--- config.mk ---
export PLATFORM = sky130hd
export DESIGN_NAME = logit_collector_flat
export DESIGN_NICKNAME = d
export VERILOG_FILES = /design/src/rtl/logit_collector_pkg.sv /design/src/rtl/logit_collector_if.sv /design/src/rtl/logit_collector.sv /design/src/flat_wrapper.sv
export SDC_FILE = /design/constraint.sdc
export NUM_CORES = 1
export LEC_CHECK = 0
export BUFFER_PORTS_ARGS = -buffer_cell sky130_fd_sc_hd__buf_2
export CORE_MARGIN = 2
export CORE_UTILIZATION = 53
export DETAILED_ROUTE_END_ITERATION = 12
export HOLD_SLACK_MARGIN = 0.12
export PLACE_DENSITY = 0.8
export SLEW_MARGIN = 5
export SYNTH_ARGS = -nofsm -noshare
export SYNTH_HDL_FRONTEND = slang
export SYNTH_SLANG_ARGS = --single-unit
--- constraint.sdc ---
create_clock -name clk -period 14.7 [get_ports clk]
set_input_delay 2.205 -clock clk [delete_from_list [all_inputs] [get_ports clk]]
set_output_delay 2.205 -clock clk [all_outputs]
set_load 0.1 [all_outputs]
--- src/rtl/logit_collector_pkg.sv ---
// Shared classifier constants and collector state encoding.
// No timing or flow control of its own.
package logit_collector_pkg;

   localparam int LOGIT_WIDTH = 32;
   localparam int NUM_CLASSES = 10;

   typedef enum logic {
      COLLECT = 1'b0,
      HOLD    = 1'b1
   } collector_state_t;

   localparam logic [0:0] ST_COLLECT = 1'b0;
   localparam logic [0:0] ST_HOLD    = 1'b1;

endpackage

--- src/rtl/logit_collector_if.sv ---
// Logit stream in, completed logit vector out; valid/ready on both sides.
// Pure wiring: no latency, no storage.
interface logit_collector_if
   import logit_collector_pkg::*;
#(
   parameter int DATA_WIDTH = LOGIT_WIDTH,
   parameter int NUM_ARGS   = NUM_CLASSES
);

   logic                         in_valid;
   logic                         in_ready;
   logic signed [DATA_WIDTH-1:0] in_data;
   logic                         in_last;
   logic                         out_valid;
   logic                         out_ready;
   logic signed [DATA_WIDTH-1:0] arg_vector [NUM_ARGS];

   modport master (
      output in_valid, in_data, in_last, out_ready,
      input  in_ready, out_valid, arg_vector
   );

   modport slave (
      input  in_valid, in_data, in_last, out_ready,
      output in_ready, out_valid, arg_vector
   );

endinterface

--- src/rtl/logit_collector.sv ---
// Gathers NUM_ARGS logits into a vector; out_valid the cycle after the last beat.
// in_ready drops while the vector is held, until out_ready acknowledges it.
module logit_collector
   import logit_collector_pkg::*;
#(
   parameter int DATA_WIDTH = LOGIT_WIDTH,
   parameter int NUM_ARGS   = NUM_CLASSES,
   parameter int IDX_WIDTH  = $clog2(NUM_ARGS),
   parameter int CNT_WIDTH  = 16
) (
   input  logic                 clk,
   input  logic                 rst,
   logit_collector_if.slave     bus,
   output logic                 len_err,
   output logic [CNT_WIDTH-1:0] frame_count
);

   localparam logic [IDX_WIDTH-1:0] LAST_IDX = IDX_WIDTH'(NUM_ARGS - 1);

   logic [0:0]                   state_q, state_d;
   logic [IDX_WIDTH-1:0]         idx_q, idx_d;
   logic signed [DATA_WIDTH-1:0] entry_q [NUM_ARGS];
   logic signed [DATA_WIDTH-1:0] entry_d [NUM_ARGS];
   logic                         len_err_q, len_err_d;
   logic [CNT_WIDTH-1:0]         cnt_q, cnt_d;

   logic accept;
   logic last_slot;
   logic short_frame;
   logic long_frame;

   assign accept      = bus.in_valid && (state_q == ST_COLLECT);
   assign last_slot   = (idx_q == LAST_IDX);
   assign short_frame = accept && bus.in_last && !last_slot;
   assign long_frame  = accept && !bus.in_last && last_slot;

   always_comb begin
      state_d   = state_q;
      idx_d     = idx_q;
      entry_d   = entry_q;
      cnt_d     = cnt_q;
      len_err_d = short_frame || long_frame;
      case (state_q)
         ST_COLLECT: begin
            if (accept) begin
               // A truncated frame is dropped entirely so no stale class survives.
               if (short_frame) begin
                  idx_d = '0;
                  for (int i = 0; i < NUM_ARGS; i++) begin
                     entry_d[i] = '0;
                  end
               end else begin
                  for (int i = 0; i < NUM_ARGS; i++) begin
                     if (idx_q == IDX_WIDTH'(i)) begin
                        entry_d[i] = bus.in_data;
                     end
                  end
                  if (last_slot) begin
                     idx_d   = '0;
                     state_d = ST_HOLD;
                  end else begin
                     idx_d = idx_q + 1'b1;
                  end
               end
            end
         end
         default: begin
            if (bus.out_ready) begin
               state_d = ST_COLLECT;
               cnt_d   = cnt_q + 1'b1;
            end
         end
      endcase
   end

   always_ff @(posedge clk or posedge rst) begin
      if (rst) begin
         state_q   <= ST_COLLECT;
         idx_q     <= '0;
         len_err_q <= 1'b0;
         cnt_q     <= '0;
         for (int i = 0; i < NUM_ARGS; i++) begin
            entry_q[i] <= '0;
         end
      end else begin
         state_q   <= state_d;
         idx_q     <= idx_d;
         len_err_q <= len_err_d;
         cnt_q     <= cnt_d;
         entry_q   <= entry_d;
      end
   end

   assign bus.in_ready   = (state_q == ST_COLLECT);
   assign bus.out_valid  = (state_q == ST_HOLD);
   assign bus.arg_vector = entry_q;
   assign len_err        = len_err_q;
   assign frame_count    = cnt_q;

   // Consumer contract: a presented vector stays up until taken.
   property p_hold_until_ack;
      @(posedge clk) disable iff (rst)
         (bus.out_valid && !bus.out_ready) |=> bus.out_valid;
   endproperty
   a_hold_until_ack: assert property (p_hold_until_ack);

   a_ready_valid_exclusive: assert property (
      @(posedge clk) disable iff (rst) !(bus.in_ready && bus.out_valid));

endmodule
--- src/flat_wrapper.sv ---
// flat-port wrapper written by rule: the top's interface ports become plain ports
module logit_collector_flat import logit_collector_pkg::*;
#(
   parameter int DATA_WIDTH = LOGIT_WIDTH,
   parameter int NUM_ARGS   = NUM_CLASSES,
   parameter int IDX_WIDTH  = $clog2(NUM_ARGS),
   parameter int CNT_WIDTH  = 16
)
  (clk, rst, len_err, frame_count, bus_in_valid, bus_in_data, bus_in_last, bus_out_ready, bus_in_ready, bus_out_valid, bus_arg_vector);
  logit_collector_if #(.DATA_WIDTH(DATA_WIDTH), .NUM_ARGS(NUM_ARGS)) bus_i ();
  input  logic clk;
  input  logic rst;
  output logic len_err;
  output logic [CNT_WIDTH-1:0] frame_count;
  input wire logic [$bits(bus_i.in_valid)-1:0] bus_in_valid;
  input wire logic [$bits(bus_i.in_data)-1:0] bus_in_data;
  input wire logic [$bits(bus_i.in_last)-1:0] bus_in_last;
  input wire logic [$bits(bus_i.out_ready)-1:0] bus_out_ready;
  output wire logic [$bits(bus_i.in_ready)-1:0] bus_in_ready;
  output wire logic [$bits(bus_i.out_valid)-1:0] bus_out_valid;
  output wire logic [$bits(bus_i.arg_vector)-1:0] bus_arg_vector;
  assign bus_i.in_valid = bus_in_valid;
  assign bus_i.in_data = bus_in_data;
  assign bus_i.in_last = bus_in_last;
  assign bus_i.out_ready = bus_out_ready;
  assign bus_in_ready = bus_i.in_ready;
  assign bus_out_valid = bus_i.out_valid;
  assign bus_arg_vector = {>>{bus_i.arg_vector}};
  logit_collector #(.DATA_WIDTH(DATA_WIDTH), .NUM_ARGS(NUM_ARGS), .IDX_WIDTH(IDX_WIDTH), .CNT_WIDTH(CNT_WIDTH)) u_core (.clk(clk), .rst(rst), .bus(bus_i), .len_err(len_err), .frame_count(frame_count));
endmodule
==> flow_summary.ini <==
[run_status]
outcome = finished clean

[pwr]
power_frac_comb_pct = 24.5
p_clk_share_pct = 35.4
p_leak_nw = 8.73
p_total_mw = 2.57
powerDensity_nw_per_um2 = 151
p_sw_uw = 952
p_int_mw = 1.61
seqPwrFrac_pct = 40.1
switching_share_pct = 37.1
vdd_drop_max_uv = 102

[floorplanning]
die_area_um2 = 28200
core.rowCount = 60
die_h_um = 168
initial_utilization_pct = 53.5
die_w_um = 168
io-pin-count = 376
core_area_um2 = 26700

[clock_tree]
clk_pin_slew_ns = 0.06
h-tree-depth = 2
postCtsSetupBuffers = 0
clkLatencyLatePin_ns = 0.51
cts_root_buffer = clkbuf_16
post_cts_resized = 0
hold_buffers = 0
numCtsBuffers = 37
clockBufferDepth = 3
cts_sinks = 342
cts_tree = built

[route]
num_vias = 12200
wl_per_cell_um = 20.4
drt-vias-per-instance = 5.57
drt_wl_total_um = 44700
drtPass1Iterations = 5
antenna_left = 0
drtIter0Drc = 1062
drc = 0

[setup_path]
critPathCaptureType = flop
cp.required_ns = 15.03
critPathArrivalTime_ns = 4.77
path_max_fanout = 93
crit_path_start_kind = input pin
critPathKind = input pin to flop

[placed_design]
routabilityCongestion = 0.887
dpl-instance-area_um2 = 15800
placed_cells = 2131
dp_hpwl_um = 28600
dp_slack_ns = 9.72
io_buffer_count = 375

[logic_synthesis]
avgSynthCellArea_um2 = 9.29
syn_inst = 1535
synth.net_count = 1573
synthArstFlopShare_pct = 100
synth_ff_type = dfrtp_1
netlist-cell-type-count = 32
ys_seq_area_share_pct = 60.0
synth-seq-cells = 342
ys_warn_count = 0
synth_area_um2 = 14300
synth-edff-count = 0

[timing]
finalSetupViolations = 0
timing.setup.tns_ns = 0
hold_slack_ns = 0.494
worstMarginPinSlew_ns = 1.16
timing.slew.headroom_pct = 22.4
min_period_ns = 4.44
finalWorstSetupSlack_ns = 10.26
drv_slew = 0
hold_violations = 0
finalClockSkew_ns = 0.00882
period_share_pct = 30.2
fmax_mhz = 225
rsz0062_at_grt = false

[layout]
layout_common_cells = nand2_1 (629), buf_2 (375), dfrtp_1 (342)
fin_area_um2 = 17000
nNetsFinal = 1867
num_antenna_cells = 0
fin_cells = 2194
final_common_cell = nand2_1
drive_gt1_share_pct = 28.4
syn_to_final_growth_pct = 19.2
post-route-util_pct = 63.8

[global_routing]
grt_overflow = 0
grt_first_pass_wirelength_um = 69100
track_usage_pct = 31.6
antenna_found_initial = 0
grt_max_degree = 132
grt_pass1_vias = 12100

[worst_hold_path]
hold_path.class = flop to flop

[run]
maxCapViolations = 0
==> kinds of logic after synthesis <==
kind of cell,Yosys count,share of synthesized area (%)
compound gates,298,11.3
xor+xnor,17,1.04
fa+ha+maj,1,0.0877
buf+inv,141,6.55
flops,342,60.0
mux,1,0.0789
simple gates,735,21.0
==> cell type report <==
cell class / count / area, um^2
clock buffer: 55 / 1110
clock inverter: 8 / 68.8
fill: 2194 / 9650
inverter: 2 / 15.0
multi-input combinational: 1052 / 4800
sequential: 342 / 8560
tap: 341 / 427
timing repair buffer: 394 / 2020
==> state kept, by name, summed over array words and instances, names as in the netlist <==
register	flops
u_core.bus.arg_vector	320
u_core.bus.out_valid	1
u_core.frame_count	16
u_core.idx_q	4
u_core.len_err	1
==> cells in the mapped netlist, types with 8 or more instances <==
master    number  area share, %
nand2_1      630             17
dfrtp_1      342             60
a21oi_1      260            9.1
buf_4         62            3.3
nand3_1       42            1.5
buf_2         39            1.4
a21oi_2       30            1.8
nand2_2       30            1.3
clkbuf_1      22           0.58
xnor2_1       14           0.86
buf_6         10           0.79
and2_1         8           0.35
==> critical path, stage by stage <==
cell and delay [ns]:
buf_2 0.10, nor2b_2 0.25, nand2_1 0.14, nor2_4 0.13
buf_4 0.81, buf_4 0.88, a21oi_1 0.14
==> final timing paths <==
check / startpoint / to / depth (start not counted) / slack [ns]
setup / recovery: bus_in_valid / u_core.bus.arg_vector[80] / 7 / 10.26
hold / removal: u_core.bus.arg_vector[30] / u_core.bus.arg_vector[30] / 2 / 0.49
setup reg to reg: u_core.bus.out_valid / u_core.bus.arg_vector[80] / 6 / 11.57
hold reg to reg: u_core.bus.arg_vector[30] / u_core.bus.arg_vector[30] / 2 / 0.49
max in group asynchronous: rst / u_core.bus.arg_vector[146] / 4 / 10.34
min in group asynchronous: rst / u_core.bus.arg_vector[31] / 2 / 1.85
==> power by group through the flow <==
stage / clock, mW / sequential (mW) / combinational [mW]
floorplan: 0 / 1.43 / 0.136
global placement: 0 / 1.04 / 0.621
detailed placement: 0 / 1.04 / 0.628
CTS: 0.918 / 1.03 / 0.628
global route: 0.959 / 1.03 / 0.652
finish: 0.910 / 1.03 / 0.628
==> per-layer routing <==
layer | wire (um) | global-route usage [%] | vias to the layer above
met4 | 1910 | 13.1 | 0
met1 | 17900 | 42.0 | 6005
met3 | 3970 | 7.80 | 122
met5 | 0 | 0 | -
li1 | - | - | 5482
met2 | 20900 | 50.3 | 613
(Power assumes the default switching activity.)
